### src/rtl/pwm_multi_channel.sv
// Multi-channel PWM: shared prescaler and period counter, per-channel duty compare.
// Duty writes land in shadow registers and move to the active set at period wrap or start.
module pwm_multi_channel #(
  parameter int unsigned CHANNELS = 4,
  parameter int unsigned CNT_W    = 8,
  parameter int unsigned PRE_W    = 8
) (
  input  logic                        clk,
  input  logic                        rst_n,
  input  logic                        ena,
  input  logic [PRE_W-1:0]            prescale,
  input  logic [CNT_W-1:0]            top,
  input  logic [CHANNELS-1:0]         polarity,
  input  logic                        wr_valid,
  output logic                        wr_ready,
  input  logic [$clog2(CHANNELS):0]   wr_ch,
  input  logic [CNT_W-1:0]            wr_duty,
  output logic                        wr_err,
  output logic [CHANNELS-1:0]         pwm_out,
  output logic                        period_tick
);

  typedef enum logic [1:0] {
    ST_IDLE,
    ST_START,
    ST_RUN
  } state_e;

  state_e                state_q, state_d;
  logic [PRE_W-1:0]      pre_cnt_q, pre_cnt_d;
  logic [CNT_W-1:0]      cnt_q, cnt_d;
  logic [CNT_W-1:0]      top_q, top_d;
  logic [CNT_W-1:0]      shadow_q [CHANNELS];
  logic [CNT_W-1:0]      shadow_d [CHANNELS];
  logic [CNT_W-1:0]      active_q [CHANNELS];
  logic [CNT_W-1:0]      active_d [CHANNELS];
  logic [CHANNELS-1:0]   pwm_out_q, pwm_out_d;
  logic                  period_tick_q, period_tick_d;
  logic                  wr_ready_q, wr_ready_d;
  logic                  wr_err_q, wr_err_d;
  logic                  tick;
  logic                  wrap;
  logic                  wr_acc;

  // State and datapath registers
  always_ff @(posedge clk or negedge rst_n) begin
    if (!rst_n) begin
      state_q       <= ST_IDLE;
      pre_cnt_q     <= '0;
      cnt_q         <= '0;
      top_q         <= '0;
      pwm_out_q     <= '0;
      period_tick_q <= 1'b0;
      wr_ready_q    <= 1'b0;
      wr_err_q      <= 1'b0;
      for (int unsigned i = 0; i < CHANNELS; i++) begin
        shadow_q[i] <= '0;
        active_q[i] <= '0;
      end
    end else begin
      state_q       <= state_d;
      pre_cnt_q     <= pre_cnt_d;
      cnt_q         <= cnt_d;
      top_q         <= top_d;
      pwm_out_q     <= pwm_out_d;
      period_tick_q <= period_tick_d;
      wr_ready_q    <= wr_ready_d;
      wr_err_q      <= wr_err_d;
      for (int unsigned i = 0; i < CHANNELS; i++) begin
        shadow_q[i] <= shadow_d[i];
        active_q[i] <= active_d[i];
      end
    end
  end

  // Next-state, counters, compare and write port
  always_comb begin
    state_d       = state_q;
    pre_cnt_d     = pre_cnt_q;
    cnt_d         = cnt_q;
    top_d         = top_q;
    active_d      = active_q;
    shadow_d      = shadow_q;
    pwm_out_d     = polarity;
    period_tick_d = 1'b0;
    wr_ready_d    = 1'b1;
    wr_err_d      = 1'b0;
    tick          = 1'b0;
    wrap          = 1'b0;
    wr_acc        = wr_valid & wr_ready_q;

    unique case (state_q)
      ST_IDLE: begin
        pre_cnt_d = '0;
        cnt_d     = '0;
        if (ena) begin
          state_d = ST_START;
        end
      end

      ST_START: begin
        active_d  = shadow_q;
        top_d     = top;
        pre_cnt_d = '0;
        cnt_d     = '0;
        state_d   = ST_RUN;
      end

      ST_RUN: begin
        if (!ena) begin
          // Abandon the current period; outputs fall back to the inactive level
          state_d   = ST_IDLE;
          pre_cnt_d = '0;
          cnt_d     = '0;
        end else begin
          tick = (pre_cnt_q == prescale);
          wrap = tick && (cnt_q == top_q);
          for (int unsigned i = 0; i < CHANNELS; i++) begin
            pwm_out_d[i] = (cnt_q < active_q[i]) ^ polarity[i];
          end
          if (tick) begin
            pre_cnt_d = '0;
            if (wrap) begin
              cnt_d         = '0;
              active_d      = shadow_q;
              top_d         = top;
              period_tick_d = 1'b1;
            end else begin
              cnt_d = cnt_q + CNT_W'(1);
            end
          end else begin
            pre_cnt_d = pre_cnt_q + PRE_W'(1);
          end
        end
      end

      default: begin
        state_d = ST_IDLE;
      end
    endcase

    // Shadow write; the active load above always sees the pre-write shadow
    if (wr_acc) begin
      if (32'(wr_ch) < CHANNELS) begin
        for (int unsigned i = 0; i < CHANNELS; i++) begin
          if (32'(wr_ch) == i) begin
            shadow_d[i] = wr_duty;
          end
        end
      end else begin
        wr_err_d = 1'b1;
      end
    end
  end

  assign wr_ready    = wr_ready_q;
  assign wr_err      = wr_err_q;
  assign pwm_out     = pwm_out_q;
  assign period_tick = period_tick_q;

endmodule
### config.mk
export PLATFORM = sky130hd
export DESIGN_NAME = pwm_multi_channel
export DESIGN_NICKNAME = d
export VERILOG_FILES = /design/src/rtl/pwm_multi_channel.sv
export SDC_FILE = /design/constraint.sdc
export NUM_CORES = 1
export LEC_CHECK = 0
export BUFFER_PORTS_ARGS = -buffer_cell sky130_fd_sc_hd__buf_4
export CORE_ASPECT_RATIO = 1.1
export CORE_MARGIN = 2
export CORE_UTILIZATION = 30
export DETAILED_ROUTE_END_ITERATION = 10
export PLACE_DENSITY_LB_ADDON = 0.1
export SLEW_MARGIN = 10
export SYNTH_ARGS = -nofsm -noshare
export SYNTH_HDL_FRONTEND = slang
export SYNTH_SLANG_ARGS = --single-unit
### constraint.sdc
create_clock -name clk -period 6.24 [get_ports clk]
set_input_delay 1.248 -clock clk [delete_from_list [all_inputs] [get_ports clk]]
set_output_delay 1.248 -clock clk [all_outputs]
set_load 0.02 [all_outputs]
==> run metrics, run 1 <==
status finished, final reports clean; Final Hold Vio Count 0; std cell rows 49; H-tree depth 3; post-synthesis sequential area ratio 0.494; Routed WL per cell 16.0 um; synth top area cells dfrtp_1 49%, mux2_1 9.2%, ha_1 7.6%; GR Layer Usage met1 0.162; EDFF count, synth 0; Ports 42; Total Die Area 17400 um2; first-pass GRT wire length 17100 um; DR iter-0 viols 99; CTS sink cnt 97; initial antenna violation count 0; hold path start active_q[11]; post-route setup slack 3.16 ns; Commonest cells post-synth 97 x dfrtp_1, 40 x mux2_1, 36 x inv_1; area share of the largest cell type after synthesis 0.494; number of port buffers 41; met2 Usage GRT 0.203; period utilisation layout 0.494; worst reg2reg path endpoint active_q[8]; Setup-failing EPs final 0; Fmax achieved 0.325 GHz; path depth of the worst reg2reg path 6; PwrDens 355 nW/um2; worst skew pair latency 0.35 ns; CP Launch Type primary input; clk root buf clkbuf_16; largest stage delay on the critical path 0.48 ns; dpl hpwl 7820 um; Worst Hold Margin 0.486 ns; synthesized area per cell 12.1 um2; number of global-route vias before repair 3250; Slowest cell on crit path nor4_2; die extent in y 138 um; TritonRoute pass-1 iters 4; syn nets 471; met3 usage 0.0344; Area Growth Syn to Fin 16.2%; Num CTS Buffers 9; Synth cell types 49; synthesis-stage register bit count 97; unrepaired setup endpoints after global routing no; critical path's top delay family simple AND/OR/NAND/NOR gates; largest net degree at the start of global routing 51; Placer Congestion 0.779; Slew @ Worst Pin 0.972 ns; Syn Std Cell Area 4910 um2; post-route insts no fill 659; Clock Path Buffers 2; skew final 0.00615 ns; Reg-to-Reg Start cnt_q[2]; Yosys top cell by area dfrtp_1; setup TNS 0 ns; Crit Path Max Fanout 40; Max-Cap Viols 0; # resized after CTS 0; CP cell instances buf_4 -> xor2_1 -> nor4_2 -> nand4_2 -> o21ai_4 -> buf_4 -> mux2_1; CP bufs+invs 2; crit path capture type flop; GRT Total Usage 0.127; Crit path required time 6.47 ns; Fillers 1658; Pleak 2.72 nW; setup bufs post-CTS 0; WHS Endpoint active_q[11]; WP depth 7; Tot Pwr 2.03 mW; Worst-path clk slew 0.06 ns; maximum vdd drop 0.124 mV; Chip Width 126 um; minimum clock period 3.08 ns; Final Slew Violations 0; prevailing post-synth register cell dfrtp_1; Hold Buf Count CTS 0; R2R setup slack 3.57 ns; nets 516; pre-CTS setup slack 2.77 ns; CP Data Arrival Time 3.31 ns; Final ANT Viol Nets 0; # diodes 0; Post-Synthesis Cells 406; ys async rst share 1.00; via/cell ratio 4.78; total core area 16200 um2; CTS tree yes; layout cells sized above 1 0.215; critical path's most frequent cell buf_4; DR DRC count 0; most frequent cell after synthesis dfrtp_1; Hold Path Cell Cnt 1; via count 3152; hold crit path type flop to flop; GRT Residual Overflow 0; Initial Util 0.304; YS warnings 0; Top Usage Layer GRT met2; Slew HR 0.349; Routed WL 10500 um; critical path class primary input to flop; cell count after placement 644
==> area by class of cell <==
cell class | count | area, um2 | area share
Clock buffer | 12 | 267 | 0.0467
Inverter | 36 | 135 | 0.0237
Tap cell | 204 | 255 | 0.0447
Timing Repair Buffer | 43 | 323 | 0.0565
Sequential cell | 97 | 2430 | 0.425
Clock inverter | 3 | 15.0 | 0.00263
Multi-Input combinational cell | 264 | 2290 | 0.401
==> layer usage <==
| metal | wire, um | vias up |
|---|---|---|
| li1 | - | 1538 |
| met1 | 4980 | 1565 |
| met2 | 5010 | 36 |
| met3 | 353 | 13 |
| met4 | 184 | 0 |
| met5 | 0 | - |
==> metrics by stage <==
step,instance area [um2],util
2_1_floorplan,4910,-
3_3_place_gp,5430,0.335
3_5_place_dp,5430,0.335
4_1_cts,5710,0.353
5_1_grt,5710,0.353
6_report,5710,0.353
==> sequential cells by signal (all words and copies together) (netlist names) <==
register     count
top_q            8
period_tick      1
cnt_q            8
wr_err           1
pwm_out          4
shadow_q        32
pre_cnt_q        8
state_q          2
active_q        32
wr_ready         1
==> cells by family after synthesis <==
family,share of synthesized area
xor+xnor,0.0374
compound gates,0.0769
simple gates,0.0990
fa+ha+maj,0.0764
other cells,0.000763
mux,0.175
flops,0.494
buf+inv,0.0405
==> layout by cell type, fill, tap and decap left out, types with 2 or more instances in the layout <==
cell type,count
xor2_1,18
o31ai_1,2
a2111o_1,3
buf_4,43
clkbuf_8,3
ha_1,30
clkbuf_16,9
mux2i_1,5
a21o_1,9
a211oi_1,2
inv_1,36
o2bb2ai_1,4
o21ai_0,3
nor4_2,2
clkinv_2,3
dfrtp_1,97
and3_1,7
o211ai_1,4
a31oi_1,2
nand4_1,8
or4b_1,2
o21ai_1,6
xnor2_1,3
mux2_1,40
a41oi_1,2
a21oi_1,8
nor2_1,13
nand2_1,19
nand2b_1,6
nand3_1,7
or2_2,2
mux2_2,32
and4_1,4
or3_1,3
nor2b_1,2
==> where the power goes <==
part           internal, mW  total [mW]  switching [mW]
sequential            0.821       0.926           0.105
combinational         0.283       0.571           0.288
clock                 0.299       0.531           0.232
==> worst max-delay path by stage <==
stage | startpoint | to | slack (ns)
floorplan | prescale[6] | active_q[0] | 3.35
global placement | prescale[6] | active_q[26] | 2.83
detailed placement | prescale[6] | top_q[7] | 2.77
CTS | prescale[6] | top_q[7] | 3.14
global route | prescale[6] | active_q[1] | 3.01
finish | prescale[6] | active_q[8] | 3.16
No activity file was read; power rests on OpenSTA's default activity.
==> run 2, diff against run 1 <==
==> constraint.sdc (replaced) <==
create_clock -name clk -period 2.5 [get_ports clk]
set_input_delay 0.5 -clock clk [delete_from_list [all_inputs] [get_ports clk]]
set_output_delay 0.5 -clock clk [all_outputs]
set_load 0.02 [all_outputs]
==> run 2 against run 1 <==
  * Die area unchanged
  * Highest routed layer unchanged
  * Clock power rose to 2.7 times the previous value
  * Non-clock buffer count grew 17
==> run metrics, run 2 (synthesis gave the netlist of run 1 again) <==
Slowest cell on crit path dfrtp_1; largest stage delay on the critical path 0.53 ns (+0.05 ns); Crit Path Max Fanout 20 (-50%); Pleak 2.83 nW (+4.0%); Worst Hold Margin 0.0945 ns (-0.392 ns); skew final 0.00578 ns (-0.000365 ns); CP Data Arrival Time 2.45 ns (-0.86 ns); Placer Congestion 0.766 (-1.6%); Max-Cap Viols 0 (unchanged); maximum vdd drop 0.320 mV (+160%); status finished, final reports clean; H-tree depth 3 (unchanged); Area Growth Syn to Fin 20.1%; critical path class flop to flop; Reg-to-Reg Start cnt_q[6]; GRT Total Usage 0.134 (+0.00731); first-pass GRT wire length 18200 um (+6.2%); setup bufs post-CTS 0 (unchanged); post-route insts no fill 677 (+2.7%); # resized after CTS 0 (unchanged); unrepaired setup endpoints after global routing no; Total Die Area 17400 um2 (unchanged); fin area 5900 um2 (+3.4%); total core area 16200 um2 (unchanged); Chip Width 126 um (unchanged); largest net degree at the start of global routing 44 (-14%); number of global-route vias before repair 3454 (+6.3%); std cell rows 49 (unchanged); Ports 42 (unchanged); Fmax achieved 0.450 GHz; via/cell ratio 4.79 (+0.24%); CP cell instances xor2_1 -> nor4_2 -> nand4_2 -> o21ai_4 -> buf_12 -> mux2_1; Crit path required time 2.73 ns (-3.74 ns); GRT Residual Overflow 0 (unchanged); worst reg2reg path endpoint active_q[1]; period utilisation layout 0.888; Routed WL 10800 um (+2.6%); Reg area 2430 um2 (unchanged); worst skew pair latency 0.35 ns (about the same); path depth of the worst reg2reg path 6 (unchanged); Slew @ Worst Pin 0.634 ns (-0.337 ns); DR iter-0 viols 92 (-7.1%); Initial Util 0.304 (unchanged); Multi-input gate area 2290 um2 (unchanged); die extent in y 138 um (unchanged); clk root buf clkbuf_16; Cell Area, Placed 5590 um2 (+3.0%); layout cells sized above 1 0.241 (+0.0256); DR DRC count 0 (unchanged); hold crit path type primary input to asynchronous set/reset pin; PwrDens 893 nW/um2 (+150%); CP Launch Type flop; Worst-path clk slew 0.07 ns (about the same); Slew HR 0.576 (+0.227); TritonRoute pass-1 iters 4 (unchanged); Clock Path Buffers 2 (unchanged); Final ANT Viol Nets 0 (unchanged); nets 533 (+3.3%); crit path capture type flop; Final Slew Violations 0 (unchanged); R2R setup slack 0.28 ns (-3.29 ns); commonest non-fill, non-tap cell in the layout dfrtp_1; CTS sink cnt 97 (unchanged); Routed WL per cell 16.0 um (-0.14%); minimum clock period 2.22 ns; CTS tree yes; registers with the most flip-flops active_q: 32 flops, shadow_q: 32 flops; Hold Buf Count CTS 0 (unchanged); Layout Utilization 0.365 (+0.0119); # diodes 0 (unchanged); Setup-failing EPs final 0 (unchanged); number of port buffers 41 (unchanged); initial antenna violation count 0 (unchanged); Final Hold Vio Count 0 (unchanged); commonest non-fill, non-tap cells in the layout 97 x dfrtp_1, 57 x buf_4, 40 x mux2_1, 36 x inv_1, 32 x mux2_2; dpl hpwl 8000 um (+2.3%); cell count after placement 661 (+2.6%); setup TNS 0 ns (unchanged); Fillers 1648 (-0.60%); via count 3246 (+3.0%); Num CTS Buffers 9 (unchanged)
[run 2: cell type report]
type | count | area share
timing repair buffer | 60 | 0.0827
tap | 204 | 0.0432
inverter | 36 | 0.0229
sequential | 97 | 0.411
clock inverter | 2 | 0.00593
multi-input combinational | 264 | 0.388
clock buffer | 14 | 0.0464
[run 2: through the flow]
step                power [mW]  setup slack [ns]
finish                    5.27             0.280
global route              5.69             0.121
CTS                       5.38             0.223
detailed placement        3.90             0.202
global placement          3.84             0.233
floorplan                 3.38             0.357
[run 2: how the worst max path moves through the flow]
stage,start,to,cells after the start
floorplan,prescale[6],active_q[0],6
global placement,prescale[7],top_q[3],7
detailed placement,prescale[7],active_q[0],7
CTS,cnt_q[6],active_q[16],6
global route,cnt_q[6],active_q[16],6
finish,cnt_q[6],active_q[1],6
[run 2: critical path, delay by kind of cell (launching register included)]
kind	cells	cell delay, ns
flip-flops	1	0.53
AND/OR/NAND/NOR	2	0.53
multiplexers	1	0.34
AO/OA/AOI/OAI	1	0.24
XOR/XNOR	1	0.23
buffers and inverters	1	0.21
[run 2: per-layer routing]
metal | up-vias | routed length (um) | GRT usage | part of all wire
li1 | 1571 | - | - | -
met1 | 1626 | 5250 | 0.180 | 0.49
met2 | 37 | 5060 | 0.210 | 0.47
met3 | 12 | 323 | 0.0329 | 0.030
met4 | 0 | 175 | 0.0503 | 0.016
met5 | - | 0 | 0 | 0
[run 2: report_power, final]
group          leakage (nW)  switching (mW)  internal (mW)  total (mW)
logic                  1.46           0.743          0.765        1.51
registers              1.21           0.259           2.05        2.31
clock network         0.153           0.595          0.858        1.45
==> run 3, diff against run 2 <==
--- a/config.mk
+++ b/config.mk
@@ -9,6 +9,7 @@
 export CORE_ASPECT_RATIO = 1.1
 export CORE_MARGIN = 2
 export CORE_UTILIZATION = 30
+export CTS_BUF_LIST = sky130_fd_sc_hd__clkbuf_4
 export DETAILED_ROUTE_END_ITERATION = 10
 export PLACE_DENSITY_LB_ADDON = 0.1
 export SLEW_MARGIN = 10
==> run 3 against run 2 <==
  * Critical path depth stayed put
  * Non-clock buffer count is 1 higher
  * First-iteration DRC count is 1.1% higher
  * Setup slack worse by 0.0053 ns
  * Combinational power hardly changed
  * Sequential share of layout area is 1.2 points higher
  * Largest power group unchanged
  * Via count is 0.28% higher
  * Clock power is 41% lower
  * Register-to-register slack hardly changed
  * Clock skew is 0.015 ns higher
  * Worst hold slack better by 0.13 ns
  * Largest cell class unchanged
  * Utilization is 1.0 points lower
==> run metrics, run 3 (synthesis gave the netlist of run 1 again) <==
Setup-failing EPs final 0 (unchanged); cell count after placement 661 (unchanged); TritonRoute pass-1 iters 4 (unchanged); minimum clock period 2.23 ns (+0.00535 ns); status finished, final reports clean; Total Die Area 17400 um2 (unchanged); Max-Cap Viols 0 (unchanged); Crit Path Max Fanout 20 (unchanged); Chip Width 126 um (unchanged); worst skew pair latency 0.48 ns (+0.13 ns); CTS tree yes; post-route insts no fill 679 (+0.30%); die extent in y 138 um (unchanged); Final ANT Viol Nets 0 (unchanged); registers with the most flip-flops active_q: 32 flops, shadow_q: 32 flops; Routed WL 10800 um (-0.43%); Fmax achieved 0.449 GHz (-0.24%); clk root buf clkbuf_4; commonest non-fill, non-tap cells in the layout 97 x dfrtp_1, 57 x buf_4, 40 x mux2_1, 36 x inv_1, 32 x mux2_2; Placer Congestion 0.766 (unchanged); largest net degree at the start of global routing 44 (unchanged); commonest non-fill, non-tap cell in the layout dfrtp_1; DR iter-0 viols 93 (+1.1%); Crit path required time 2.87 ns (+0.14 ns); Pleak 2.75 nW (-2.7%); critical path class flop to flop; skew final 0.0212 ns (+0.0154 ns); GRT Total Usage 0.133 (-0.00155); Cell Area, Placed 5590 um2 (unchanged); CP Launch Type flop; Slew HR 0.591 (+0.0148); Ports 42 (unchanged); unrepaired setup endpoints after global routing no; Clock Path Buffers 2 (unchanged); nets 534 (+0.19%); setup TNS 0 ns (unchanged); via count 3255 (+0.28%); path depth of the worst reg2reg path 6 (unchanged); Num CTS Buffers 9 (unchanged); initial antenna violation count 1 (+1); number of global-route vias before repair 3472 (+0.52%); total core area 16200 um2 (unchanged); maximum vdd drop 0.232 mV (-27%); layout cells sized above 1 0.238 (-0.00262); crit path capture type flop; first-pass GRT wire length 18100 um (-0.46%); Hold Path Cell Cnt 2; CP Data Arrival Time 2.60 ns (+0.15 ns); period utilisation layout 0.890 (+0.00214); dpl hpwl 8000 um (unchanged); number of port buffers 41 (unchanged); Slew @ Worst Pin 0.612 ns (-0.0221 ns); hold crit path type primary input to flop; Worst-path clk slew 0.16 ns (+0.09 ns); H-tree depth 3 (unchanged); Area Growth Syn to Fin 16.7%; Routed WL per cell 15.8 um (-0.72%); # resized after CTS 0 (unchanged); CTS sink cnt 97 (unchanged); Final Slew Violations 0 (unchanged); Final Hold Vio Count 0 (unchanged); std cell rows 49 (unchanged); GRT Residual Overflow 0 (unchanged); Initial Util 0.304 (unchanged); via/cell ratio 4.79 (about the same); PwrDens 813 nW/um2 (-9.0%); fin area 5740 um2 (-2.8%); DR DRC count 0 (unchanged)
==> run 3: cell count changes in the layout (fill, tap and decap cells not counted), sizes merged <==
cell	change
clkinv	+3
dlygate4sd3	+1
clkbuf	-3
diode	+1
==> run 3: per-stage QoR <==
step	hold slack [ns]	worst slack, ns	utilization	power, mW
floorplan	0.204	0.357	-	3.38
global placement	0.470	0.233	0.346	3.84
detailed placement	0.476	0.202	0.346	3.90
CTS	0.172	0.210	0.354	4.76
global route	0.172	0.105	0.354	5.06
finish	0.220	0.275	0.354	4.66
==> run 3: layout make-up <==
| cell class | count | area [um2] |
|---|---|---|
| Fill cell | 1670 | 10500 |
| Antenna cell | 1 | 2.50 |
| Clock inverter | 5 | 46.3 |
| Clock buffer | 11 | 82.6 |
| Multi-Input combinational cell | 264 | 2290 |
| Timing Repair Buffer | 61 | 498 |
| Tap cell | 204 | 255 |
| Sequential cell | 97 | 2430 |
| Inverter | 36 | 135 |
==> run 3: final timing paths <==
path / startpoint / to / slack (ns)
setup / recovery: cnt_q[6] / active_q[1] / 0.27
hold / removal: top[6] / top_q[6] / 0.22
setup reg to reg: cnt_q[6] / active_q[1] / 0.27
hold reg to reg: shadow_q[21] / active_q[21] / 0.50
max in group asynchronous: rst_n / shadow_q[12] / 1.31
min in group asynchronous: rst_n / shadow_q[24] / 0.51
==> run 3: worst max-delay path: stages (launching register included) <==
cell     delay (ns)
dfrtp_1        0.56
xor2_1         0.23
nor4_2         0.31
nand4_2        0.22
o21ai_4        0.24
buf_12         0.21
mux2_1         0.34
==> run 3: power breakdown <==
part	internal, mW	total, mW	switching, mW
logic	0.766	1.51	0.744
clock network	0.317	0.849	0.531
registers	2.04	2.30	0.260
==> run 3: per-layer routing <==
layer  up-vias  wire length (um)  global-route usage
met3        14               327              0.0310
met1      1634              5180               0.176
met2        36              5070               0.212
met5         -                 0                   0
met4         0               174              0.0468
li1       1571                 -                   -
==> run 3: repair_timing <==
action / 4_1_cts / 5_1_grt
endpoints found under the hold margin: 32 / 0
buffers inserted: 0 / 0
hold buffers: 1 / 0
endpoints found under the setup margin: 0 / 0
